**src/rtl/demux_stream_1xn.sv**
```systemverilog
// ---------------------------------------------------------------------------
// demux_stream_1xn
//   Registered 1-to-N stream demultiplexer with valid/ready backpressure,
//   optional per-packet select locking, and dropping of beats whose select
//   does not name an existing channel (counted by a saturating counter).
//
// Ports
//   clk        rising-edge clock
//   rst_n      asynchronous active-low reset
//   in_valid   upstream beat valid
//   in_ready   upstream beat accepted when in_valid && in_ready
//   in_data    upstream payload
//   in_sel     destination channel
//   in_last    last beat of packet
//   out_valid  per-channel valid (one-hot or zero)
//   out_ready  per-channel downstream ready
//   out_data   payload, shared by all channels
//   out_last   last flag of the registered beat
//   busy       a packet is locked
//   drop_cnt   saturating count of dropped beats
//
// State table (only used when PKT_MODE != 0)
//   state  | meaning
//   IDLE   | between packets, select taken from in_sel
//   LOCKED | inside a packet, select taken from lock_sel_q
// ---------------------------------------------------------------------------
module demux_stream_1xn #(
  parameter int DATA_W     = 8,
  parameter int N_CH       = 8,
  parameter int SEL_W      = 3,
  parameter int PKT_MODE   = 1,
  parameter int DROP_CNT_W = 8
) (
  input  logic                  clk,
  input  logic                  rst_n,
  input  logic                  in_valid,
  output logic                  in_ready,
  input  logic [DATA_W-1:0]     in_data,
  input  logic [SEL_W-1:0]      in_sel,
  input  logic                  in_last,
  output logic [N_CH-1:0]       out_valid,
  input  logic [N_CH-1:0]       out_ready,
  output logic [DATA_W-1:0]     out_data,
  output logic                  out_last,
  output logic                  busy,
  output logic [DROP_CNT_W-1:0] drop_cnt
);

  localparam logic [0:0]  ST_IDLE   = 1'b0;
  localparam logic [0:0]  ST_LOCKED = 1'b1;
  localparam logic [31:0] N_CH_U    = 32'(N_CH);

  logic [0:0]            state_q, state_d;
  logic [SEL_W-1:0]      lock_sel_q, lock_sel_d;
  logic                  vld_q, vld_d;
  logic [SEL_W-1:0]      ch_q, ch_d;
  logic [DATA_W-1:0]     data_q, data_d;
  logic                  last_q, last_d;
  logic [DROP_CNT_W-1:0] drop_cnt_q, drop_cnt_d;

  logic [SEL_W-1:0]      esel;
  logic                  routable;
  logic                  ch_ready;
  logic                  held_done;
  logic                  accept;
  logic                  load;
  logic                  drop;

  // Inside a locked packet the stored select wins; in_sel is ignored.
  assign esel     = (PKT_MODE != 0 && state_q == ST_LOCKED) ? lock_sel_q : in_sel;
  assign routable = (32'(esel) < N_CH_U);

  // Decode the held channel into per-channel valid and pick its ready.
  always_comb begin
    out_valid = '0;
    ch_ready  = 1'b0;
    for (int i = 0; i < N_CH; i++) begin
      out_valid[i] = vld_q && (ch_q == SEL_W'(i));
      if (ch_q == SEL_W'(i)) ch_ready = out_ready[i];
    end
  end

  assign held_done = vld_q && ch_ready;
  // Drops never touch the register, so they are never backpressured.
  assign in_ready  = routable ? (!vld_q || ch_ready) : 1'b1;
  assign accept    = in_valid && in_ready;
  assign load      = accept && routable;
  assign drop      = accept && !routable;

  // Output register: a load takes priority over completion so that a
  // departing beat and an arriving beat share one edge.
  always_comb begin
    vld_d  = vld_q;
    ch_d   = ch_q;
    data_d = data_q;
    last_d = last_q;
    if (load) begin
      vld_d  = 1'b1;
      ch_d   = esel;
      data_d = in_data;
      last_d = in_last;
    end else if (held_done) begin
      vld_d  = 1'b0;
    end
  end

  always_comb begin
    drop_cnt_d = drop_cnt_q;
    if (drop && drop_cnt_q != '1) drop_cnt_d = drop_cnt_q + DROP_CNT_W'(1);
  end

  // Invalid selects lock too, so the rest of such a packet is dropped.
  always_comb begin
    state_d    = state_q;
    lock_sel_d = lock_sel_q;
    if (PKT_MODE != 0 && accept) begin
      if (in_last) begin
        state_d = ST_IDLE;
      end else begin
        state_d = ST_LOCKED;
        if (state_q == ST_IDLE) lock_sel_d = in_sel;
      end
    end
  end

  always_ff @(posedge clk or negedge rst_n) begin
    if (!rst_n) begin
      state_q    <= ST_IDLE;
      lock_sel_q <= '0;
      vld_q      <= 1'b0;
      ch_q       <= '0;
      data_q     <= '0;
      last_q     <= 1'b0;
      drop_cnt_q <= '0;
    end else begin
      state_q    <= state_d;
      lock_sel_q <= lock_sel_d;
      vld_q      <= vld_d;
      ch_q       <= ch_d;
      data_q     <= data_d;
      last_q     <= last_d;
      drop_cnt_q <= drop_cnt_d;
    end
  end

  assign out_data = data_q;
  assign out_last = last_q;
  assign busy     = (state_q == ST_LOCKED);
  assign drop_cnt = drop_cnt_q;

endmodule

```
**config.mk**
```make
export PLATFORM = sky130hd
export DESIGN_NAME = demux_stream_1xn
export DESIGN_NICKNAME = d
export VERILOG_FILES = /design/src/rtl/demux_stream_1xn.sv
export SDC_FILE = /design/constraint.sdc
export NUM_CORES = 1
export LEC_CHECK = 0
export BUFFER_PORTS_ARGS = -buffer_cell sky130_fd_sc_hd__clkbuf_2
export CORE_MARGIN = 2
export CORE_UTILIZATION = 44
export DETAILED_ROUTE_END_ITERATION = 12
export HOLD_SLACK_MARGIN = 0.08
export PLACE_DENSITY = 0.78
export SLEW_MARGIN = 20
export SYNTH_ARGS = -nofsm -noshare
export SYNTH_HDL_FRONTEND = slang
export SYNTH_SLANG_ARGS = --single-unit
```
**constraint.sdc**
```tcl
create_clock -name clk -period 2.4 [get_ports clk]
set_clock_uncertainty 0.2 [all_clocks]
set_input_delay 0.24 -clock clk [delete_from_list [all_inputs] [get_ports clk]]
set_output_delay 0.24 -clock clk [all_outputs]
set_load 0.05 [all_outputs]
```
=== After elaboration in Yosys (flattened, before gate mapping) ===
Cells that the tools add are included.

* Bits in registers: 17
* Input port bits: 23
* Output and inout bits: 27
* Word-level logic and storage cells: 41

* Equality and inequality tests: 7
* Multiplexer cells: 12
* Bitwise logic cells: 1
* Reductions and logical operators: 15

{| class="wikitable"
|+ Operator list
! operator !! number
|-
| 3-bit equality test (second input constant) || 4
|-
| 1-bit 2-to-1 mux || 11
|-
| 1-bit logical AND || 10
|-
| 3-bit by 2-bit equality test with 1-bit output (second input constant) || 2
|-
| 3-bit by 1-bit equality test with 1-bit output (second input constant) || 1
|-
| 3-bit logical NOT || 1
|-
| 3-bit 2-to-1 mux || 1
|-
| 2-bit AND reduction || 1
|-
| 2-bit nonzero test || 1
|-
| 1-bit logical NOT || 1
|-
| 1-bit logical OR || 1
|-
| 1-bit inverter || 1
|}

=== Longest topological paths before layout ===
Gate-level depths: netlist of the first run.

* Word-level depth: 12
* Mapped depth: 7
* Mapped depth without buffers: 5

=== Worst setup path after synthesis of the first run ===
OpenSTA, ideal clock, no wires.

* Path type: register to output
* Start: register ch_q[2]
* End: output out_valid[0]
* Data arrival time: 1664 ps
* Required time: 1960 ps
* Path slack: 296 ps
* Cell stages (with the launch flop): 3
* Path buffers: 0
* Cell sequence: dfrtp_1 nand2b_1 nor3_1

* Word-level cells in the longest chain between the ends: 2

{| class="wikitable"
|+ Ends and longest elaborated chain
! what !! RTL line !! text
|-
| from (decl) || 56 || <nowiki>logic [SEL_W-1:0] ch_q, ch_d;</nowiki>
|-
| from (signal assigned) || 139 || <nowiki>ch_q <= ch_d;</nowiki>
|-
| 3-bit logical NOT || 78 || <nowiki>out_valid[i] = vld_q && (ch_q == SEL_W'(i));</nowiki>
|-
| 1-bit logical AND || 78 ||
|-
| to (decl) || 41 || <nowiki>output logic [N_CH-1:0] out_valid,</nowiki>
|}

No other way between the ends.

=== Final worst setup path of the first run ===
* Start: register ch_q[2]
* End: output in_ready

* Word-level cells in the longest chain between the ends: 10
* Elaborated cells between the ends (all ways): 17
* Those cells by class: eq/ne: 7; mux: 8; reduce/logical: 2

{| class="wikitable"
|+ Ends and longest elaborated chain
! what !! RTL line !! text
|-
| 3-bit logical NOT || 79 || <nowiki>if (ch_q == SEL_W'(i)) ch_ready = out_ready[i];</nowiki>
|-
| 1-bit 2-to-1 mux (7 in series) || 79 ||
|-
| 1-bit 2-to-1 mux * || 79 ||
|-
| 1-bit logical OR * || 85 || <nowiki>assign in_ready = routable ? (!vld_q || ch_ready) : 1'b1;</nowiki>
|-
| to (decl) || 37 || <nowiki>output logic in_ready,</nowiki>
|}

Every way passes the cells marked *; elsewhere a longest branch is shown, timed or not.

==> results.md, run 1 <==
- Status: completed
- End point of the critical path: in_ready
- Synth Flop Type: dfrtp_1
- YS warnings: 0
- CTS clk-pin slew, worst paths: 0.09 ns
- R2r startpoint: ch_q[2]
- Top post-synthesis cells by area: dfrtp_1 43%, mux2_2 10%, mux2_4 9.2%
- CP peak stage delay: 0.47 ns
- Final period utilization: 0.935
- Register Area: 428 um2
- Largest net degree at the start of global routing: 18
- Endpoint class of the critical path: output port
- Vias: 809
- Max Clk Rate: 446 MHz
- # nets final: 168
- Worst Setup Path Type: reg2out
- RePlAce Congestion: 0.799
- Fillers: 174
- Final HPWL DP: 1.46 mm
- RSZ-0062 raised after global routing: no
- Min Clock Period, post-route: 2.24 ns
- Reg2Reg Depth: 6
- Rows: 17
- Setup TNS: 0 ns
- Synth Register Bits: 17
- Die X: 51.2 um
- HP Class: in2async
- Final max-slew violation count: 0
- Number of I/O port buffers: 41
- Share of cells above drive strength 1: 0.458
- Worst reg2reg endpoint: out_data[3]
- Fin cells: 172
- Dpl cells: 154
- Avg Inst Size Synth: 11.3 um2
- CTS Buf Count: 3
- Mapped Area: 980 um2
- Cells after Synth: 87
- Total Wirelength: 1.93 mm
- Chip height: 51.2 um
- Clock Path Buffers: 2
- Routed wl met2: 970 um
- Wire length per cell: 11.2 um
- Htree depth: 1
- Initial Util: 0.456
- Final hold vios: 0
- Reg2Reg Setup Slack: 0.19 ns
- Commonest cells in the netlist: 17 x dfrtp_1, 10 x buf_4, 9 x mux2_2, 9 x nor2_1
- Vias in the first global route: 799
- ANT cells: 0
- Remaining DRCs: 0
- Number of distinct library cells after synthesis: 23
- DRT Pass-1 Iters: 3
- Most common cell in the synthesized netlist: dfrtp_1
- Final Setup Violations: 0
- Seq/Total Area, Yosys: 0.434
- CP cell instances: nor2_1 > a32o_1 > o31ai_1 > nand2b_1 > clkbuf_2
- Highest routed layer: met4
- Placeable Area: 0.00215 mm2
- Final ANT Viol Nets: 0
- Synth top area share: 0.434
- DIE AREA: 0.00262 mm2
- Met3 WL: 141 um
- P&R area growth vs syn: 37.8%
- Crit path launch type: flip-flop
- Multi-input gate area: 489 um2
- Global-route wire length before repair: 3.22 mm
- CP max stage cell: dfrtp_1
- Crit path max fanout: 8
- Critical path arrival: 1.80 ns
- Synth async-reset ratio: 1.00
- Top Ports: 50
- TritonCTS Sinks: 17
- Leak: 0.680 nW
- Worst EP required: 1.96 ns
- Area leader, netlist: dfrtp_1
- Crit path launch: ch_q[2]
- Vias per inst: 4.70
- MaxCap Viol Count: 0
- Insertion delay to the later sink of the worst-skew pair: 0.28 ns
- Max VDD drop: 924 uV
- TritonCTS clock tree: done
- Grt ovf: 0
- First DRT Iteration DRCs: 6
- Root Buffer: clkbuf_4
- DRT met1 WL: 798 um
- Antenna violations before repair: 0
- Pwr Density: 1550 mW/mm2
- Gr usage total: 0.160
- Number of synthesized flops with an enable pin: 0
- Setup bufs post-CTS: 0
-- area by class of cell --
| cell class | instances | share of cell area |
|---|---|---|
| timing repair buffer | 57 | 0.267 |
| sequential | 17 | 0.317 |
| clock buffer | 4 | 0.0195 |
| inverter | 3 | 0.00834 |
| multi-input combinational | 63 | 0.362 |
| tap | 28 | 0.0260 |
-- worst min path at each step --
stage | start | endpoint | slack, ns | cells after the start
2_1_floorplan | rst_n | busy | -0.26 | 0
3_3_place_gp | rst_n | busy | -0.02 | 1
3_5_place_dp | rst_n | out_data[6] | -0.008 | 1
4_1_cts | rst_n | out_data[2] | 0.22 | 2
5_1_grt | rst_n | out_data[2] | 0.26 | 2
6_report | rst_n | out_last | 0.22 | 2
-- state kept, by name, indices dropped and copies added, names as in the netlist --
name,count
out_last,1
vld_q,1
busy,1
lock_sel_q,3
out_data,8
ch_q,3
-- cell usage in the layout (no fill, tap or decap) --
cell,count
nor2_1,9
o21ai_0,1
inv_1,3
nand4b_1,1
conb_1,8
o21ai_4,1
a21boi_0,3
mux2_4,6
clkbuf_1,1
dfrtp_1,15
buf_4,2
o21ai_1,2
nand2b_1,6
o221ai_2,1
dlygate4sd3_1,14
a32o_1,1
mux2i_1,2
a21boi_1,1
clkbuf_2,41
o22a_1,3
clkbuf_4,3
o211ai_2,1
nand2_1,3
nor3_1,3
mux2_2,9
o31ai_1,1
o31a_1,1
dfrtp_2,2
-- critical path: cells and delay by family, from the launching register on --
family / cells / cell delay (ns)
buf+inv: 1 / 0.25
compound gates: 2 / 0.59
simple gates: 2 / 0.20
flops: 1 / 0.47
-- where the power goes --
part           total, mW  internal [mW]  switching, mW
combinational       1.36          0.476          0.884
clock              0.147         0.0646         0.0822
sequential         0.579          0.437          0.142
total               2.09          0.978           1.11
-- through the flow --
step	worst slack [ns]	hold slack, ns	util	power (mW)	area, um2
global placement	0.185	-0.0198	0.547	1.88	1170
CTS	0.0545	0.218	0.624	2.08	1340
global route	0.0418	0.257	0.628	2.22	1350
finish	0.157	0.217	0.628	2.09	1350
detailed placement	0.151	-0.00759	0.547	1.91	1170
floorplan	0.296	-0.256	-	1.67	1010
-- logic make-up after synthesis --
kind of cell           after synthesis  synth area share
AND/OR/NAND/NOR                     22             0.109
multiplexers                        17             0.216
flip-flops                          17             0.434
AO/OA/AOI/OAI                       16             0.138
buffers and inverters               14            0.0996
other                                1           0.00383
-- routing by layer --
layer | global-route usage | vias up
met5 | 0 | -
met4 | 0.0586 | 0
met3 | 0.0234 | 2
met2 | 0.294 | 38
met1 | 0.185 | 369
li1 | - | 400
-- timing repair --
item	4_1_cts	5_1_grt
endpoints found under the setup margin	0	7
hold buffers	14	0
hold endpoints to repair	31	0
gates resized for setup	0	5
Power figures use the tool's default switching activity.
==> run 2: changes to the inputs <==
--- a/config.mk
+++ b/config.mk
@@ -5,12 +5,13 @@
 export SDC_FILE = /design/constraint.sdc
 export NUM_CORES = 1
 export LEC_CHECK = 0
-export BUFFER_PORTS_ARGS = -buffer_cell sky130_fd_sc_hd__clkbuf_2
+export ABC_AREA = 1
 export CORE_MARGIN = 2
-export CORE_UTILIZATION = 44
+export CORE_UTILIZATION = 55
 export DETAILED_ROUTE_END_ITERATION = 12
+export DONT_BUFFER_PORTS = 1
 export HOLD_SLACK_MARGIN = 0.08
-export PLACE_DENSITY = 0.78
+export PLACE_DENSITY = 0.7
 export SLEW_MARGIN = 20
 export SYNTH_ARGS = -nofsm -noshare
 export SYNTH_HDL_FRONTEND = slang
==> run 2 against run 1 <==
  * Cell count fell by 4.7%
  * Total power fell by 8.7%
  * Count of clock-buffer cells in the layout fell by 1
  * Worst setup slack got worse by 0.024 ns
  * First-iteration DRC count rose by 50%
  * Flip-flop and latch count did not move
  * Via count rose by 13%
  * Core utilization rose by 12 points
  * Die area fell by 21%
  * Critical endpoint is now ch_q[2]
==> results.md, run 2 <==
- Crit path max fanout: 14 (was 8)
- Compound-Gate Fraction of Synth Area: 0.0145 (was 0.138)
- Number of flip-flops in the largest register: 8 (unchanged)
- Endpoint class of the critical path: flip-flop (was output port)
- MaxCap Viol Count: 0 (unchanged)
- Critical path arrival: 2.25 ns (was 1.80 ns)
- CP max stage cell: dlygate4sd3_1 (was dfrtp_1)
- Commonest non-fill, non-tap cell in the layout: nand2_1 (was clkbuf_2)
- Most frequent cells in the layout: 42 x nand2_1, 17 x dlygate4sd3_1, 14 x dfrtp_1, 14 x buf_4, 13 x nand3_1 (was 41 x clkbuf_2, 15 x dfrtp_1, 14 x dlygate4sd3_1)
- Final ANT Viol Nets: 0 (unchanged)
- Mux cell area share after synthesis: 0 (was 0.216)
- CP peak stage delay: 0.59 ns (was 0.47 ns)
- Seq/Total Area, Yosys: 0.449 (was 0.434)
- Total Wirelength: 2.26 mm (was 1.93 mm)
- Placeable Area: 0.00167 mm2 (was 0.00215 mm2)
- Htree depth: 1 (unchanged)
- Fin Hold WS: 0.250 ns (was 0.217 ns)
- Global-route wire length before repair: 3.53 mm (was 3.22 mm)
- ANT cells: 0 (unchanged)
- Pre-CTS WS: 0.345 ns (was 0.151 ns)
- Cells after Synth: 119 (was 87)
- Leak: 0.615 nW (was 0.680 nW)
- Combinational family with the most area after synthesis: simple AND/OR/NAND/NOR gates (was multiplexers)
- Mapped Area: 948 um2 (was 980 um2)
- Root Buffer: clkbuf_4 (unchanged)
- Avg Inst Size Synth: 7.97 um2 (was 11.3 um2)
- Largest net degree at the start of global routing: 18 (unchanged)
- Remaining DRCs: 0 (unchanged)
- Min Clock Period, post-route: 2.27 ns (was 2.24 ns)
- Status: completed (unchanged)
- RSZ-0062 raised after global routing: no (unchanged)
- Final period utilization: 0.945 (was 0.935)
- Synth Area in XOR/XNOR: 0 (unchanged)
- Synth Area in Adders: 0 (unchanged)
- Most common cell in the synthesized netlist: nand2_1 (was dfrtp_1)
- Reg2Reg Setup Slack: 0.13 ns (was 0.19 ns)
- Synth Flop Type: dfrtp_1 (unchanged)
- Final hold vios: 0 (unchanged)
- Reg2Reg Depth: 8 (was 6)
- Setup WS post-layout: 0.133 ns (was 0.157 ns)
- Number of I/O port buffers: 0 (was 41)
- Antenna violations before repair: 0 (unchanged)
- P&R area growth vs syn: 31.3% (was 37.8%)
- Worst reg2reg endpoint: ch_q[2] (was out_data[3])
- Max VDD drop: 1070 uV (was 924 uV)
- YS warnings: 0 (unchanged)
- Area leader, netlist: dfrtp_1 (unchanged)
- Number of synthesized flops with an enable pin: 0 (unchanged)
- Rows: 15 (was 17)
- Pwr Density: 1530 mW/mm2 (was 1550 mW/mm2)
- Worst Setup Path Type: reg2reg (was reg2out)
- Chip height: 45.5 um (was 51.2 um)
- Grt ovf: 0 (unchanged)
- Vias per inst: 5.55 (was 4.70)
- TritonCTS Sinks: 17 (unchanged)
- First DRT Iteration DRCs: 9 (was 6)
- Number of distinct library cells after synthesis: 18 (was 23)
- Final HPWL DP: 1.48 mm (was 1.46 mm)
- RePlAce Congestion: 0.772 (was 0.799)
- Crit path launch type: flip-flop (unchanged)
- CP cell instances: inv_2 > nand4_1 > nand4_1 > nor2_2 > nand4_4 > nand3_1 > dlygate4sd3_1 > nand2_1 (was nor2_1 > a32o_1 > o31ai_1 > nand2b_1 > clkbuf_2)
- DP Area: 0.00101 mm2 (was 0.00117 mm2)
- # nets final: 171 (was 168)
- Worst-margin pin slew: 0.762 ns
- Setup TNS: 0 ns (unchanged)
- Synth Register Bits: 17 (unchanged)
- Cell area after layout: 0.00124 mm2 (was 0.00135 mm2)
- Final max-slew violation count: 0 (unchanged)
- Fillers: 131 (was 174)
- Wire length per cell: 13.8 um (was 11.2 um)
- Insertion delay to the later sink of the worst-skew pair: 0.29 ns (was 0.28 ns)
- HP Class: in2async (unchanged)
- DIE AREA: 0.00207 mm2 (was 0.00262 mm2)
- DRT Pass-1 Iters: 4 (was 3)
- R2r startpoint: ch_q[1] (was ch_q[2])
- Share of cells above drive strength 1: 0.245 (was 0.458)
- Worst EP required: 2.39 ns (was 1.96 ns)
- Clock Path Buffers: 2 (unchanged)
- TritonCTS clock tree: done (unchanged)
- Max Clk Rate: 441 MHz (was 446 MHz)
- Vias: 911 (was 809)
- Relative slew slack: 0.490
- CTS clk-pin slew, worst paths: 0.11 ns (was 0.09 ns)
- Final Setup Violations: 0 (unchanged)
- Top Ports: 50 (unchanged)
- Gr usage total: 0.234 (was 0.160)
- Cell mode on critical path: nand4_1
- Initial Util: 0.568 (was 0.456)
- Vias in the first global route: 829 (was 799)
- Synth async-reset ratio: 1.00 (unchanged)
- Top post-synthesis cells by area: dfrtp_1 45%, nand2_1 17%, buf_4 8.7% (was dfrtp_1 43%, mux2_2 10%, mux2_4 9.2%)
- Die X: 45.5 um (was 51.2 um)
- Synth top area share: 0.449 (was 0.434)
- Simple-gate portion of the synthesized area: 0.393 (was 0.109)
- CTS Buf Count: 3 (unchanged)
- Commonest cells in the netlist: 42 x nand2_1, 17 x dfrtp_1, 13 x nand3_1 (was 17 x dfrtp_1, 10 x buf_4, 9 x mux2_2, 9 x nor2_1)
[run 2: per-layer routing]
| layer | share of wire | track usage |
|---|---|---|
| met2 | 0.53 | 0.425 |
| met4 | 0.0066 | 0.0824 |
| met1 | 0.39 | 0.264 |
| met5 | 0 | 0 |
| met3 | 0.079 | 0.0556 |
[run 2: worst max-delay path by stage]
stage            start            end
2_1_floorplan  ch_q[2]   out_valid[0]
5_1_grt        ch_q[1]        ch_q[2]
3_3_place_gp   ch_q[0]    out_data[2]
4_1_cts        ch_q[2]  lock_sel_q[2]
6_report       ch_q[1]        ch_q[2]
3_5_place_dp   ch_q[2]    out_data[1]
[run 2: kinds of logic after synthesis]
group	Yosys count
simple gates	77
buf+inv	22
flops	17
compound gates	2
other cells	1
[run 2: where the power goes]
| group | leakage [nW] | internal [mW] | switching, mW |
|---|---|---|---|
| Clock | 0.0177 | 0.0619 | 0.0904 |
| Sequential | 0.207 | 0.421 | 0.374 |
| Combinational | 0.390 | 0.301 | 0.655 |
[run 2: cell type report]
cell class | instances | area (um2) | area share
multi-input cells | 87 | 460 | 0.370
clock buffers | 3 | 22.5 | 0.0181
flip-flops and latches | 17 | 429 | 0.345
clock inverters | 1 | 5.00 | 0.00402
repair buffers | 32 | 280 | 0.225
well taps | 17 | 21.3 | 0.0171
inverters | 7 | 26.3 | 0.0211
[run 2: timing repair]
item	in CTS	in global routing
setup buffers	0	5
hold buffers	17	0
setup endpoints to repair	0	5
hold endpoints to repair	34	0
gates resized for setup	0	3
[run 2: stage by stage]
stage / power [mW] / util / instances
2_1_floorplan: 1.49 / - / 126
5_1_grt: 2.03 / 0.745 / 164
3_3_place_gp: 1.61 / 0.604 / 138
4_1_cts: 1.84 / 0.722 / 159
6_report: 1.90 / 0.745 / 164
3_5_place_dp: 1.65 / 0.604 / 138
[run 2: critical path, delay by kind of cell, from the launching register on]
family	cells	cell delay, ns
AND/OR/NAND/NOR	6	0.79
flip-flops	1	0.48
buffers and inverters	2	0.70
